[src/rtl/pp_serial_cpa_pkg.sv]
// Shared definitions for the partial-product resolution blocks: default row
// geometry and the encoding of the serial carry-propagate adder FSM.
package pp_serial_cpa_pkg;

  localparam int CPA_SUM_W       = 28;
  localparam int CPA_CARRY_W     = 25;
  localparam int CPA_CARRY_SHIFT = 3;
  localparam int CPA_SEG_W       = 7;

  typedef enum logic [1:0] {
    ST_IDLE = 2'd0,
    ST_ADD  = 2'd1,
    ST_DONE = 2'd2
  } cpa_state_e;

endpackage

[src/rtl/seg_adder.sv]
// One segment of the serial carry-propagate adder: a plain SEG_W-bit add
// with carry in and carry out.
module seg_adder
  import pp_serial_cpa_pkg::*;
#(
  parameter int SEG_W = CPA_SEG_W
) (
  input  logic [SEG_W-1:0] a,
  input  logic [SEG_W-1:0] b,
  input  logic             cin,
  output logic [SEG_W-1:0] s,
  output logic             cout
);

  assign {cout, s} = {1'b0, a} + {1'b0, b} + {{SEG_W{1'b0}}, cin};

endmodule

[src/rtl/pp_serial_cpa.sv]
// Resolves a sum/carry row pair into a binary result, one SEG_W segment per
// cycle, with a valid/ready handshake on both sides.
module pp_serial_cpa
  import pp_serial_cpa_pkg::*;
#(
  parameter int SUM_W       = CPA_SUM_W,
  parameter int CARRY_W     = CPA_CARRY_W,
  parameter int CARRY_SHIFT = CPA_CARRY_SHIFT,
  parameter int SEG_W       = CPA_SEG_W
) (
  input  logic               clk,
  input  logic               rst_n,
  input  logic               in_valid,
  output logic               in_ready,
  input  logic [SUM_W-1:0]   sum_row,
  input  logic [CARRY_W-1:0] carry_row,
  output logic               out_valid,
  input  logic               out_ready,
  output logic [SUM_W-1:0]   result
);

  localparam int NSEG   = SUM_W / SEG_W;
  localparam int SEG_CW = (NSEG > 1) ? $clog2(NSEG) : 1;
  localparam int EXT_W  = SUM_W + CARRY_W + CARRY_SHIFT;
  localparam logic [SEG_CW-1:0] SEG_LAST = SEG_CW'(NSEG - 1);

  cpa_state_e                   state, state_nxt;
  logic [SEG_CW-1:0]            seg;
  logic                         carry;
  logic                         ready_en;
  logic [SUM_W-1:0]             sum_cap;
  logic [CARRY_W-1:0]           carry_cap;
  logic [NSEG-1:0][SEG_W-1:0]   res_segs;

  logic [EXT_W-1:0]             carry_ext;
  logic [NSEG-1:0][SEG_W-1:0]   sum_segs;
  logic [NSEG-1:0][SEG_W-1:0]   carry_segs;
  logic [SEG_W-1:0]             seg_s;
  logic                         seg_co;
  logic                         accept;

  // Carry row aligned to sum weights; bits landing at or above SUM_W are dropped.
  assign carry_ext  = {{(SUM_W + CARRY_SHIFT){1'b0}}, carry_cap} << CARRY_SHIFT;
  assign sum_segs   = sum_cap;
  assign carry_segs = carry_ext[SUM_W-1:0];

  seg_adder #(
    .SEG_W (SEG_W)
  ) u_seg_adder (
    .a    (sum_segs[seg]),
    .b    (carry_segs[seg]),
    .cin  (carry),
    .s    (seg_s),
    .cout (seg_co)
  );

  // ready_en keeps in_ready low during reset and until the first edge after it.
  assign in_ready  = ready_en && (state == ST_IDLE);
  assign out_valid = (state == ST_DONE);
  assign result    = res_segs;
  assign accept    = in_valid && in_ready;

  always_comb begin
    state_nxt = state;
    unique case (state)
      ST_IDLE: if (accept)            state_nxt = ST_ADD;
      ST_ADD:  if (seg == SEG_LAST)   state_nxt = ST_DONE;
      ST_DONE: if (out_ready)         state_nxt = ST_IDLE;
      default:                        state_nxt = ST_IDLE;
    endcase
  end

  always_ff @(posedge clk or negedge rst_n) begin
    if (!rst_n) begin
      state     <= ST_IDLE;
      seg       <= '0;
      carry     <= 1'b0;
      ready_en  <= 1'b0;
      sum_cap   <= '0;
      carry_cap <= '0;
      res_segs  <= '0;
    end else begin
      state    <= state_nxt;
      ready_en <= 1'b1;
      unique case (state)
        ST_IDLE: begin
          if (accept) begin
            sum_cap   <= sum_row;
            carry_cap <= carry_row;
            seg       <= '0;
            carry     <= 1'b0;
          end
        end
        ST_ADD: begin
          res_segs[seg] <= seg_s;
          carry         <= seg_co;
          seg           <= (seg == SEG_LAST) ? '0 : seg + SEG_CW'(1);
        end
        default: begin
        end
      endcase
    end
  end

endmodule

[config.mk]
export PLATFORM = sky130hd
export DESIGN_NAME = pp_serial_cpa
export DESIGN_NICKNAME = d
export VERILOG_FILES = /design/src/rtl/pp_serial_cpa_pkg.sv /design/src/rtl/seg_adder.sv /design/src/rtl/pp_serial_cpa.sv
export SDC_FILE = /design/constraint.sdc
export NUM_CORES = 1
export LEC_CHECK = 0
export CAP_MARGIN = 20
export CORE_AREA = 2 2 97 99
export CTS_CLUSTER_DIAMETER = 40
export DETAILED_ROUTE_END_ITERATION = 10
export DIE_AREA = 0 0 99 101
export GPL_ROUTABILITY_DRIVEN = 0
export GPL_TIMING_DRIVEN = 0
export PLACE_DENSITY_LB_ADDON = 0.12
export SETUP_SLACK_MARGIN = 0.15
export SLEW_MARGIN = 25
export SYNTH_ARGS = -nofsm -noshare
export SYNTH_HDL_FRONTEND = slang
export SYNTH_SLANG_ARGS = --single-unit
[constraint.sdc]
create_clock -name clk -period 3.1 [get_ports clk]
set_input_delay 0.62 -clock clk [delete_from_list [all_inputs] [get_ports clk]]
set_output_delay 0.62 -clock clk [all_outputs]
set_load 0.05 [all_outputs]
==> impl_metrics.tcl <==
set metrics [dict create \
    async_reset_ff_share_pct 100 \
    r2r_cells 9 \
    min_period_ns 2.93 \
    clk_pin_slew_ns 0.08 \
    rsz0062_at_grt "true" \
    grt_pass1_wl_um 15400 \
    syn2layout_area_growth_pct 33.3 \
    syn_area_um2 4000 \
    place_inst 604 \
    synth_cells 406 \
    setup_viol 0 \
    routed_wl_um 9180 \
    fp.dieArea_um2 10000 \
    ant_nets 0 \
    ir_worst_vdd_mv 0.418 \
    cpMaxStageDelayCell "mux4_2" \
    cp.required_ns 3.38 \
    htreeDepth 3 \
    synth-edff-count 0 \
    finalSetupTns_ns 0 \
    slew_violations 0 \
    vias 3187 \
    clock_sinks 87 \
    cp_max_fo 3 \
    core_area_um2 8980 \
    drv_cap 0 \
    synthFlopType "dfrtp_1" \
    cp-end-kind "flip-flop" \
    clkLatencyLatePin_ns 0.36 \
    cp_data_arrival_time_ns 3.21 \
    finalNetCount 583 \
    wl_per_cell_um 14.6 \
    clock.fmax_ghz 0.342 \
    post-route-util_pct 59.4 \
    syn_nets 475 \
    skew_ns 0.0112 \
    ios 87 \
    status "complete, no violations" \
    drive_gt1_share_pct 13.3 \
    crit_path_start_kind "flip-flop" \
    yosysMostFrequentCell "nand2_1" \
    dr.pass1.iters 4 \
    cts_tree "yes" \
    synth-seq-cells 87 \
    place_hpwl_um 6710 \
    drc 0 \
    synthTopCellsByCount "184 x nand2_1, 87 x dfrtp_1, 19 x o21ai_0" \
    critPathKind "flip-flop to flip-flop" \
    power.density_nw_per_um2 1220 \
    synth_cell_types 38 \
    yosys.area.top_type "dfrtp_1" \
    cts_root_buffer "clkbuf_8" \
    grt.total_usage_pct 19.7 \
    rows 35 \
    cts-buffers-inserted 9 \
    overflow 0 \
    grt_pass1_vias 3264 \
    crit_buf_inv 2 \
    via_per_inst 5.06 \
    crit_top_cell "fa_2" \
    cpPeakStageDelay_ns 0.53 \
    die_x_um 99 \
    r2r_slack_ns 0.17 \
    slew_headroom_pct 62.3 \
    start_util_pct 44.6 \
    wl_met1_um 4130 \
    crit_chain "buf_6 -> buf_12 -> mux4_2 -> fa_2 -> fa_2 -> a211o_1 -> a2111oi_4 -> nor3_1 -> a21oi_1" \
    dr_wl_met2_um 4380 \
    clockBufferDepth 2 \
    synth.yosys.seq_area_share_pct 54.4 \
    hold_path_class "input pin to async pin" \
    grt_max_degree 74 \
    top_layer_used "met4" \
    critPathTopFamily "compound AO/OA/AOI/OAI gates" \
    synthTopCellsByArea "dfrtp_1 54%, nand2_1 17%, mux4_2 6.2%" \
    grt_antenna_before_repair 0 \
    yosysWarnings 0 \
    wl_met3_um 423 \
    diodes 0 \
    fp.dieH_um 101 \
    port_buffers 86 \
    fillers 841 \
    syn_avg_cell_area_um2 9.86 \
    finalHoldViolations 0 \
    yosys.area.top_type_share_pct 54.4 \
    finalNonFillerCells 630 \
    drt_iter0_markers 109 \
    p_leak_nw 2.54 \
    r2r-end "result[27]" \
    tightest_slew_ns 0.560 \
    min_period_over_period_pct 94.4 \
    cp.depth 9 \
    crit-reg2reg-launch "seg[0]" \
]
[repair_timing]
action | CTS | global route
setup buffers | 8 | 2
hold buffers | 0 | 0
pin swaps | 10 | 6
endpoints found under the setup margin | 12 | 12
resized for setup | 9 | 6
[logic make-up (layout without fill, tap and decap cells)]
group	count (synthesis)	in the layout	share of synthesized area, %
compound gates	45	45	7.13
simple gates	206	206	20.5
buf+inv	27	140	3.10
fa+ha+maj	12	12	4.13
flops	87	87	54.4
other cells	1	1	0.0937
mux	24	24	9.72
xor+xnor	4	4	0.876
[cell usage in the layout (no fill, tap or decap), types with 2 or more instances in the layout]
cell               n
nand2_1          184
dfrtp_1           87
clkdlybuf4s50_1   85
o21ai_0           16
buf_2             12
mux4_2            11
buf_4             11
clkbuf_8          11
a21oi_1           10
ha_1               9
clkbuf_1           8
mux2_2             7
o21ai_1            6
nand3_1            6
inv_1              5
nor3_1             5
mux2i_1            4
buf_6              3
nand2b_1           3
xnor2_1            3
nor2_1             2
a21o_2             2
mux2_1             2
o31ai_1            2
fa_2               2
clkinvlp_4         2
[metrics by stage]
stage	worst slack, ns	area, um2	power, mW	hold slack [ns]
after floorplan	0.162	4010	4.46	0.324
after global placement	-1.70	5010	5.42	0.453
after detailed placement	-0.296	5040	5.51	0.456
after global routing	0.0647	5340	6.97	0.0751
final	0.174	5340	6.50	0.0672
after CTS	0.0467	5300	6.42	0.0666
[state kept, by name (all words and copies together), names as in the netlist]
name and cells:
carry_cap 25, sum_cap 28, ready_en 1, carry 1
seg 2, state 2, result 28
[routing by layer]
metal	up-vias	GRT usage (%)
li1	1542	-
met1	1543	25.3
met2	82	33.2
met3	20	3.33
met4	0	8.54
met5	-	0
[worst max path at each step]
stage               startpoint         end
global route            seg[0]  result[13]
detailed placement      seg[1]  result[27]
global placement         rst_n  sum_cap[9]
floorplan               seg[0]  result[13]
CTS                     seg[0]  result[27]
finish                  seg[0]  result[27]
[layout make-up]
cell class | count | area (um2) | area share (%)
Buffer | 22 | 136 | 2.56
Clock buffer | 14 | 163 | 3.05
Clock inverter | 2 | 15.0 | 0.281
Inverter | 5 | 18.8 | 0.352
Multi-Input combinational cell | 292 | 1720 | 32.3
Sequential cell | 87 | 2180 | 40.8
Tap cell | 111 | 139 | 2.60
Timing Repair Buffer | 97 | 965 | 18.1
[report_power, final]
group          leakage, nW  switching (mW)  internal, mW
sequential            1.08           0.274          1.66
combinational         1.37            2.21          1.63
clock               0.0829           0.386         0.336
total                 2.54            2.87          3.63
Note: power is estimated with default switching activity, not from simulation.
